--- config.mk ---
export PLATFORM = sky130hd
export DESIGN_NAME = ladner_fischer_pipe
export DESIGN_NICKNAME = d
export VERILOG_FILES = /design/src/rtl/ladner_fischer_pkg.sv /design/src/rtl/lf_prefix_cell.sv /design/src/rtl/ladner_fischer_pipe.sv
export SDC_FILE = /design/constraint.sdc
export NUM_CORES = 1
export LEC_CHECK = 0
export ABC_AREA = 1
export BUFFER_PORTS_ARGS = -buffer_cell sky130_fd_sc_hd__buf_2
export CELL_PAD_IN_SITES_DETAIL_PLACEMENT = 1
export CELL_PAD_IN_SITES_GLOBAL_PLACEMENT = 1
export CORE_ASPECT_RATIO = 1.1
export CORE_MARGIN = 2
export CORE_UTILIZATION = 40
export DETAILED_ROUTE_END_ITERATION = 10
export PLACE_DENSITY_LB_ADDON = 0.1
export SLEW_MARGIN = 20
export SYNTH_ARGS = -nofsm -noshare
export SYNTH_HDL_FRONTEND = slang
export SYNTH_SLANG_ARGS = --single-unit
--- constraint.sdc ---
create_clock -name clk -period 13.5 [get_ports clk]
set_input_delay 1.35 -clock clk [delete_from_list [all_inputs] [get_ports clk]]
set_output_delay 1.35 -clock clk [all_outputs]
set_load 0.1 [all_outputs]
--- src/rtl/ladner_fischer_pkg.sv ---
// Shared sizing helpers for the pipelined Ladner-Fischer adder/subtractor.
// Everything here is a constant function, evaluated during elaboration.
package ladner_fischer_pkg;

  function automatic int lf_levels(input int width);
    return $clog2(width);
  endfunction

  function automatic int lf_groups(input int width, input int lps);
    return (lf_levels(width) + lps - 1) / lps;
  endfunction

  function automatic int lf_latency(input int width, input int lps);
    return 1 + lf_groups(width, lps);
  endfunction

  function automatic bit lf_params_ok(input int width, input int lps);
    return (width >= 4) && ((width & (width - 1)) == 0) &&
           (lps >= 1) && (lps <= lf_levels(width));
  endfunction

  // Returns the low-side partner of bit pos at prefix level lvl, or -1 for pass-through.
  // Level 1 pairs each odd bit with its even neighbour; later levels run a
  // doubling-fan-out tree over the odd bits only.
  function automatic int lf_partner(input int pos, input int lvl);
    int m;
    int s;
    if (pos % 2 == 0) return -1;
    if (lvl == 1) return pos - 1;
    s = lvl - 2;
    m = pos >> 1;
    if (((m >> s) & 1) == 0) return -1;
    return 2 * (((m >> s) << s) - 1) + 1;
  endfunction

endpackage

--- src/rtl/lf_prefix_cell.sv ---
// Black prefix cell: merges a high-side (g,p) group with the adjacent low-side group.
module lf_prefix_cell (
  input  logic g_hi,
  input  logic p_hi,
  input  logic g_lo,
  input  logic p_lo,
  output logic g,
  output logic p
);

  assign g = g_hi | (p_hi & g_lo);
  assign p = p_hi & p_lo;

endmodule

--- src/rtl/ladner_fischer_pipe.sv ---
// Pipelined Ladner-Fischer adder/subtractor with valid/ready on both sides.
// LPS prefix levels per register stage; the even-bit fix-up runs in the final stage.
module ladner_fischer_pipe
  import ladner_fischer_pkg::*;
#(
  parameter int WIDTH = 16,
  parameter int LPS   = 1
) (
  input  logic             clk,
  input  logic             rst,
  input  logic             in_valid,
  output logic             in_ready,
  input  logic [WIDTH-1:0] a,
  input  logic [WIDTH-1:0] b,
  input  logic             cin,
  input  logic             sub,
  output logic             out_valid,
  input  logic             out_ready,
  output logic [WIDTH-1:0] sum,
  output logic             cout,
  output logic             ovf
);

  localparam int L    = lf_levels(WIDTH);
  localparam int G    = lf_groups(WIDTH, LPS);
  localparam int LAST = G - 1;

  if (!lf_params_ok(WIDTH, LPS)) begin : g_param_check
    $error("ladner_fischer_pipe: WIDTH must be a power of two >= 4, LPS in 1..log2(WIDTH)");
  end

  logic             stall;
  logic [WIDTH-1:0] b_eff;
  logic [WIDTH-1:0] g_in;
  logic [WIDTH-1:0] p_in;
  logic             c0_in;
  logic [WIDTH-1:0] fin_g;
  logic [WIDTH-1:0] fin_p;
  logic [WIDTH:0]   carry;
  logic             unused_top_p;

  assign stall    = out_valid & ~out_ready;
  assign in_ready = ~stall;

  // Carry-in is folded into bit 0's generate so the tree never sees it separately.
  always_comb begin
    b_eff   = sub ? ~b : b;
    c0_in   = sub | cin;
    p_in    = a ^ b_eff;
    g_in    = a & b_eff;
    g_in[0] = g_in[0] | (p_in[0] & c0_in);
  end

  for (genvar j = 0; j < G; j++) begin : g_stage
    logic [WIDTH-1:0] nx_g, nx_pg, nx_p;
    logic             nx_c0, nx_v;
    logic [WIDTH-1:0] q_g, q_pg, q_p;
    logic             q_c0, q_v;

    if (j == 0) begin : g_src_in
      assign nx_g  = g_in;
      assign nx_pg = p_in;
      assign nx_p  = p_in;
      assign nx_c0 = c0_in;
      assign nx_v  = in_valid;
    end else begin : g_src_lvl
      assign nx_g  = g_lvl[j*LPS].go;
      assign nx_pg = g_lvl[j*LPS].po;
      assign nx_p  = g_stage[j-1].q_p;
      assign nx_c0 = g_stage[j-1].q_c0;
      assign nx_v  = g_stage[j-1].q_v;
    end

    always_ff @(posedge clk or posedge rst) begin
      if (rst) begin
        q_v  <= 1'b0;
        q_g  <= '0;
        q_pg <= '0;
        q_p  <= '0;
        q_c0 <= 1'b0;
      end else if (!stall) begin
        q_v  <= nx_v;
        q_g  <= nx_g;
        q_pg <= nx_pg;
        q_p  <= nx_p;
        q_c0 <= nx_c0;
      end
    end
  end

  for (genvar k = 1; k <= L; k++) begin : g_lvl
    logic [WIDTH-1:0] gi, pi, go, po;

    if ((k - 1) % LPS == 0) begin : g_from_reg
      assign gi = g_stage[(k-1)/LPS].q_g;
      assign pi = g_stage[(k-1)/LPS].q_pg;
    end else begin : g_from_lvl
      assign gi = g_lvl[k-1].go;
      assign pi = g_lvl[k-1].po;
    end

    for (genvar i = 0; i < WIDTH; i++) begin : g_bit
      if (lf_partner(i, k) >= 0) begin : g_cell
        lf_prefix_cell u_cell (
          .g_hi (gi[i]),
          .p_hi (pi[i]),
          .g_lo (gi[lf_partner(i, k)]),
          .p_lo (pi[lf_partner(i, k)]),
          .g    (go[i]),
          .p    (po[i])
        );
      end else begin : g_pass
        assign go[i] = gi[i];
        assign po[i] = pi[i];
      end
    end
  end

  assign fin_g        = g_lvl[L].go;
  assign fin_p        = g_stage[LAST].q_p;
  assign unused_top_p = ^g_lvl[L].po;
  assign carry[0]     = g_stage[LAST].q_c0;

  // Odd bits already hold full prefixes; even bits borrow their odd neighbour below.
  for (genvar i = 0; i < WIDTH; i++) begin : g_carry
    if (i % 2 == 1 || i == 0) begin : g_direct
      assign carry[i+1] = fin_g[i];
    end else begin : g_fixup
      assign carry[i+1] = fin_g[i] | (fin_p[i] & fin_g[i-1]);
    end
  end

  always_ff @(posedge clk or posedge rst) begin
    if (rst) begin
      out_valid <= 1'b0;
      sum       <= '0;
      cout      <= 1'b0;
      ovf       <= 1'b0;
    end else if (!stall) begin
      out_valid <= g_stage[LAST].q_v;
      sum       <= fin_p ^ carry[WIDTH-1:0];
      cout      <= carry[WIDTH];
      ovf       <= carry[WIDTH] ^ carry[WIDTH-1];
    end
  end

endmodule

Yosys cells after proc, flatten, opt, wreduce, memory -nomap -nowiden
Cells that the tools add are included.
{"block": "totals", "ff_bits": 203, "output_inout_bits": 20, "elab_cells": 105, "input_bits": 38}
{"block": "op_classes", "n_mux": 1, "bitwise": 81}
{"operator": "$and A1 B1 Y1", "n": 45}
{"operator": "$xor A16 B16 Y16", "n": 2}
{"operator": "$or A1 B1 Y1", "n": 29}
{"operator": "$and A16 B16 Y16", "n": 1}
{"operator": "$mux W16", "n": 1}
{"operator": "$not A16 Y16", "n": 1}
{"operator": "$not A1 Y1", "n": 2}
{"operator": "$xor A1 B1 Y1", "n": 1}

Depth between registers and ports, before layout
Gate-level depths: netlist of the first run.
{"block": "depth", "word_depth": 5, "mapped_depth": 8}

By module
Synthesis of the first run repeated with hierarchy kept, for this count alone.
{"block": "hier_totals", "cells_unflattened": 874, "hier_area_um2": 7538.5}
{"module": "ladner_fischer_pipe", "n_inst": 1, "cells_per_inst": 774, "seq_area_each_um2": 4379.2, "area_per_inst_um2": 7163.1}
{"module": "lf_prefix_cell", "n_inst": 20, "cells_per_inst": 5, "seq_area_each_um2": 0.0, "area_per_inst_um2": 18.8}

Worst setup path after synthesis of the first run
OpenSTA, ideal clock, no wires.
{"block": "synth_timing", "path_type": "input to output", "start": "in out_ready", "end": "out in_ready", "stages": 4, "required_ns": 12.150, "slack_ns": 10.016, "arrival_time_ns": 2.134, "n_path_buf": 2, "cell_sequence": "inv_1 -> nand2_2 -> buf_4 -> buf_2"}
{"block": "synth_between", "elab_chain_len": 3}
{"item": "start, declared", "line": "ladner_fischer_pipe.sv:18", "text": "input logic out_ready,"}
{"item": "$not A1 Y1", "line": "ladner_fischer_pipe.sv:42", "text": "assign stall = out_valid & ~out_ready;"}
{"item": "$and A1 B1 Y1", "line": "ladner_fischer_pipe.sv:42"}
{"item": "$not A1 Y1", "line": "ladner_fischer_pipe.sv:43", "text": "assign in_ready = ~stall;"}
{"item": "end, declared", "line": "ladner_fischer_pipe.sv:12", "text": "output logic in_ready,"}
Every way passes these cells.

Worst setup path after layout of the first run
Same ends and word-level chain as after synthesis.

==> results of run 1 <==
[worst min-delay path, delay by kind of cell, from the launching register on]
kind             cells  cell delay (ns)
AND/OR/NAND/NOR      2             0.10
flip-flops           1             0.34
[cells by family after synthesis]
kind of cell | count (synthesis) | synth area share, %
buffers and inverters | 103 | 6.34
adders and majority gates | 23 | 4.08
xor gates and xnor gates | 18 | 2.23
AOI/OAI and AO/OA | 144 | 10.3
and+or+nand+nor | 295 | 16.1
DFF | 172 | 61.0
[cells in the final DEF, fill, tap and decap left out, drive strengths merged, types with 2 or more instances in the layout]
| cell | n |
|---|---|
| buf | 62 |
| nand3 | 11 |
| xnor2 | 2 |
| a21oi | 16 |
| inv | 66 |
| clkinv | 4 |
| dfrtp | 172 |
| o22ai | 5 |
| ha | 23 |
| xor2 | 16 |
| nand2 | 275 |
| nor2 | 8 |
| o21ai | 122 |
| bufinv | 3 |
| clkbuf | 21 |
[how the worst max path moves through the flow]
| stage | startpoint | end | cells after the start | slack, ns |
|---|---|---|---|---|
| after floorplan | rst | cout | 1 | 7.49 |
| after global routing | out_ready | in_ready | 5 | 9.20 |
| final | out_ready | in_ready | 5 | 9.33 |
| after CTS | out_ready | in_ready | 5 | 9.32 |
| after global placement | out_ready | in_ready | 5 | 9.35 |
| after detailed placement | out_ready | in_ready | 5 | 9.33 |
[Yosys cell counts, drive strengths merged]
cell type / instances
or2: 1
dfrtp: 172
o21ai: 122
nand3: 11
xor2: 16
nand2: 275
ha: 23
nor2: 8
buf: 28
xnor2: 2
clkbuf: 9
inv: 66
o21bai: 1
a21oi: 16
o22ai: 5
[state kept, by name, indices dropped and copies added (netlist names)]
signal	cells
ovf	1
g_stage.q_c0	4
fin_p	8
g_lvl.pi	41
g_stage.q_v	4
cout	1
out_valid	1
g_lvl.gi	64
g_stage.q_p	32
sum	16
[routing by layer]
metal	global-route usage (%)	vias to the layer above	part of all wire (%)
li1	-	2459	-
met1	25.2	2357	51
met2	27.3	80	45
met3	3.98	12	2.9
met4	5.71	0	1.3
met5	0	-	0
[layout make-up]
class / count / area, um^2
clock buffers: 21 / 470
clock inverters: 8 / 118
fillers: 2006 / 9070
inverters: 66 / 253
multi-input cells: 480 / 2310
flip-flops and latches: 172 / 4300
well taps: 234 / 293
repair buffers: 62 / 323
[power by group]
group | switching (mW) | internal (mW)
logic | 0.508 | 0.165
registers | 0.118 | 0.730
clock network | 0.190 | 0.301
[through the flow]
stage | cell area, um^2 | setup slack (ns)
after global placement | 7490 | 9.35
after detailed placement | 7490 | 9.33
after global routing | 8070 | 9.20
after floorplan | 7060 | 7.49
final | 8070 | 9.33
after CTS | 8070 | 9.32
==> run summary, run 1 <==
Final Wtd Congestion - 0.726
Buf/Inv on CP - 4
H-tree lvl count - 4
WL/cell - 14.2 um
core area - 17100 um^2
final period utilization - 30.9%
gr ovfl total - 0
cell mode on critical path - buf_2
Critical Path End Type - output pin
worst hold start - sum[10]
outcome - finished, final reports clean
Critical Path RT - 12.15 ns
Yosys top cell area share - 61.0%
row count - 50
ranking of synthesized cells by area - dfrtp_1, nand2_1, o21ai_0
Power Total - 2.01 mW
worst min path class - register to register
final antenna diode count - 0
CTS buffer count - 17
clock skew after layout - 0.00762 ns
Post-Route Setup TNS - 0 ns
Final Max Tran Viols - 0
Startpoint Class - primary input
post-CTS setup repair buffer count - 0
Worst-path clk slew - 0.06 ns
Max transition margin - 37.5%
hold buffer count at CTS - 0
drt initial violations - 270
Synthesis Warnings - 0
CP arrival - 2.82 ns
Reg2Reg Setup Slack - 11.12 ns
die width - 131 um
largest net degree at the start of global routing - 102
vias in the first global route - 5247
hold depth - 2
syn nets - 816
type of the worst setup path - primary input to output pin
Max-Cap Viols - 0
crit-path max cell delay - 0.64 ns
Port Buf Inserts - 57
fin util - 47.1%
via count - 4908
CP top delay family - buffers and inverters
WHS Endpoint - sum[10]
DR DRC count - 0
share of cells above drive strength 1 - 11.7%
die area - 18700 um^2
first-pass GRT wire length - 25.9 mm
worst r2r path cells - 5
final instance count without filler cells - 1043
FMAX - 240 MHz
Initial Util - 41.2%
Syn Inst Count - 755
Worst Max-Slew Pin Slew - 0.937 ns
Hold Worst Slack - 0.465 ns
CTS Sinks - 172
slowest cell on the critical path - buf_4
setup violators final - 0
number of routed nets with antenna violations - 0
Post-CTS Resized - 0
crit-path max FO - 89
GRT Total Usage - 17.8%
TritonCTS clock tree - built
cell taking the most area after synthesis - dfrtp_1
DRT Pass-1 Iters - 4
Layout Nets - 860
PwrDens - 249 nW/um^2
P&R area growth vs syn - 14.4%
DP HPWL - 9.52 mm
root buf cell - clkbuf_16
register area share after synthesis - 61.0%
#FFs+latches synth - 172
I/O pin count - 58
fin crit period - 4.17 ns
Via density - 4.71
Worst-Skew Late Latency - 0.42 ns
Routed WL - 14.8 mm
RSZ-0062 raised after global routing - false
Avg Cell Area, Syn - 9.35 um^2
initial antenna violation count - 0
reg-to-reg critical path endpoint - g_lvl[3].pi[7]
Worst IR Drop VDD - 0.117 mV
clock tree buffer depth - 2
Reg-to-Reg Start - out_valid
leakage power - 4.08 nW
Synth Cell Area - 7060 um^2
cell count after placement - 1014
Fin. Hold Viols - 0
post-synthesis cell type count - 21
critical-path cell list - buf_2 -> inv_1 -> nand2_4 -> buf_4 -> buf_2
die height - 143 um
(Power assumes the default switching activity.)
==> inputs of run 2 (changes only) <==
Clock period 13.5 ns to 3.35 ns, I/O delays scaled along.
==> run 2 against run 1 <==
  * Combinational power rose to 4.0 times the previous value
  * Flip-flop and latch count unchanged
  * Non-clock buffer count decreased by 2
  * Clock power rose to 3.7 times the previous value
  * Final cell count shrank 0.58%
  * Wire length fell by 1.1%
  * Largest power group unchanged
  * Global-route usage shrank 0.60 points
  * Count of clock-buffer cells in the layout unchanged
==> run summary, run 2 (same netlist as run 1, synthesis figures left out) <==
reg-to-reg critical path endpoint - g_lvl[4].pi[15]
gr ovfl total - 0 (unchanged)
crit path launch - out_valid
Switching Share - 40.8% (+0.23 points)
Post-Route Setup TNS - 0 ns (unchanged)
Pint - 4.72 mW (+290%)
die height - 143 um (unchanged)
worst r2r path cells - 4 (-1)
Reg area - 4300 um^2 (unchanged)
Max-Cap Viols - 0 (unchanged)
fin crit period - 1.83 ns
setup violators final - 0 (unchanged)
Fin. Hold Viols - 0 (unchanged)
WL/cell - 14.1 um (-0.49%)
NetSw - 3.25 mW (+300%)
row count - 50 (unchanged)
Worst-path clk slew - 0.06 ns (about the same)
Port Buf Inserts - 57 (unchanged)
leakage power - 4.05 nW (-0.69%)
footprint of the multi-input gates - 2310 um^2 (unchanged)
Worst-Skew Late Latency - 0.42 ns (about the same)
Post-CTS Resized - 0 (unchanged)
Routed WL - 14.6 mm (-1.1%)
most common cell after layout, fill and taps aside - nand2_1
Startpoint Class - register
crit-path max FO - 14 (-84%)
largest net degree at the start of global routing - 173 (+70%)
die width - 131 um (unchanged)
DP HPWL - 9.08 mm (-4.6%)
CTS buffer count - 17 (unchanged)
final antenna diode count - 0 (unchanged)
Initial Util - 41.2% (unchanged)
final period utilization - 54.7%
core area - 17100 um^2 (unchanged)
FMAX - 546 MHz
hold depth - 3 (+1)
Critical Path RT - 3.01 ns (-9.14 ns)
number of flip-flops under the largest register name - 64 (unchanged)
initial antenna violation count - 0 (unchanged)
DRT Pass-1 Iters - 4 (unchanged)
first-pass GRT wire length - 25.4 mm (-2.0%)
hold buffer count at CTS - 0 (unchanged)
number of routed nets with antenna violations - 0 (unchanged)
DR DRC count - 0 (unchanged)
type of the worst setup path - register to output pin
TritonCTS clock tree - built
post-CTS setup repair buffer count - 0 (unchanged)
root buf cell - clkbuf_16
Final Worst Setup Slack - 1.52 ns (-7.82 ns)
drt initial violations - 279 (+3.3%)
cell count after placement - 1012 (-0.20%)
most frequent cells in the layout - nand2_1, dfrtp_1, o21ai_0
I/O pin count - 58 (unchanged)
Critical Path End Type - output pin
vias in the first global route - 5255 (+0.15%)
Worst IR Drop VDD - 0.418 mV (+260%)
sequential share of power - 43.1% (+1.0 points)
Via density - 4.71 (+0.19%)
Clk network pwr share - 22.9% (-1.5 points)
GRT Total Usage - 17.2% (-0.60 points)
via count - 4889 (-0.39%)
clock skew after layout - 0.00771 ns (+0.0000922 ns)
CP arrival - 1.50 ns (-1.32 ns)
Layout Nets - 858 (-0.23%)
Reg2Reg Setup Slack - 1.69 ns (-9.43 ns)
Final Wtd Congestion - 0.686 (-5.6%)
crit path to - in_ready
final instance count without filler cells - 1037 (-0.58%)
Reg-to-Reg Start - out_valid
H-tree lvl count - 4 (unchanged)
P&R area growth vs syn - 13.8%
Final Max Tran Viols - 0 (unchanged)
pre-CTS WS - 1.66 ns (-7.67 ns)
RSZ-0062 raised after global routing - false
PwrDens - 992 nW/um^2 (+300%)
Gate power share - 34.0% (+0.6 points)
Max transition margin - 37.4% (-0.078 points)
die area - 18700 um^2 (unchanged)
clock tree buffer depth - 2 (unchanged)
worst min path class - primary input to register
share of cells above drive strength 1 - 11.0% (-0.78 points)
Worst Max-Slew Pin Slew - 0.938 ns (+0.00117 ns)
CTS Sinks - 172 (unchanged)
fillcell total - 2046 (+2.0%)
outcome - finished, final reports clean
==> run 2: changes by cell type in the layout (fill, tap and decap cells not counted) <==
cell / previous run / this run
buf_4: 5 / 0
buf_12: 0 / 3
clkinv_2: 4 / 2
bufinv_16: 3 / 2
clkbuf_1: 1 / 2
clkbuf_8: 3 / 2
inv_6: 1 / 0
==> run 2: cell type report <==
type,instances,share of cell area [%]
clock buffers,21,5.73
clock inverters,4,0.872
inverters,66,3.13
multi-input cells,480,28.8
flip-flops and latches,172,53.5
well taps,234,3.64
repair buffers,60,4.30
==> run 2: power groups by stage <==
stage                     clock (mW)  sequential [mW]  combinational, mW
after detailed placement           0             3.48               2.73
after CTS                       1.89             3.45               2.76
after global routing            1.96             3.56               3.06
after floorplan                    0             4.14               1.38
final                           1.83             3.44               2.71
after global placement             0             3.44               2.63
==> run 2: routing by layer <==
layer  GRT usage, %  vias to the layer above  share of wire, %
met2           26.2                       61                44
met5              0                        -                 0
met4           5.21                        0               1.2
li1               -                     2451                 -
met1           24.7                     2361                52
met3           3.80                       16               2.5
==> run 2: per-stage QoR <==
stage	utilization, %	hold slack (ns)	cell area (um^2)	total power [mW]
3_3_place_gp	43.8	0.434	7510	6.07
4_1_cts	46.9	0.104	8040	8.10
3_5_place_dp	43.8	0.460	7510	6.21
6_report	46.9	0.122	8040	7.98
5_1_grt	46.9	0.143	8040	8.58
2_1_floorplan	-	0.420	7060	5.52
==> run 2: worst max-delay path, cell delays in order, from the launching register on <==
cell and delay [ns]:
dfrtp_1 0.42, nand2_4 0.18, buf_2 0.47
==> run 2: worst min path at each step <==
stage,start,endpoint
6_report,in_valid,g_stage[0].q_v
5_1_grt,in_valid,g_stage[0].q_v
4_1_cts,in_valid,g_stage[0].q_v
3_5_place_dp,sum[12],sum[12]
3_3_place_gp,g_stage[3].q_v,out_valid
2_1_floorplan,g_stage[3].q_v,out_valid
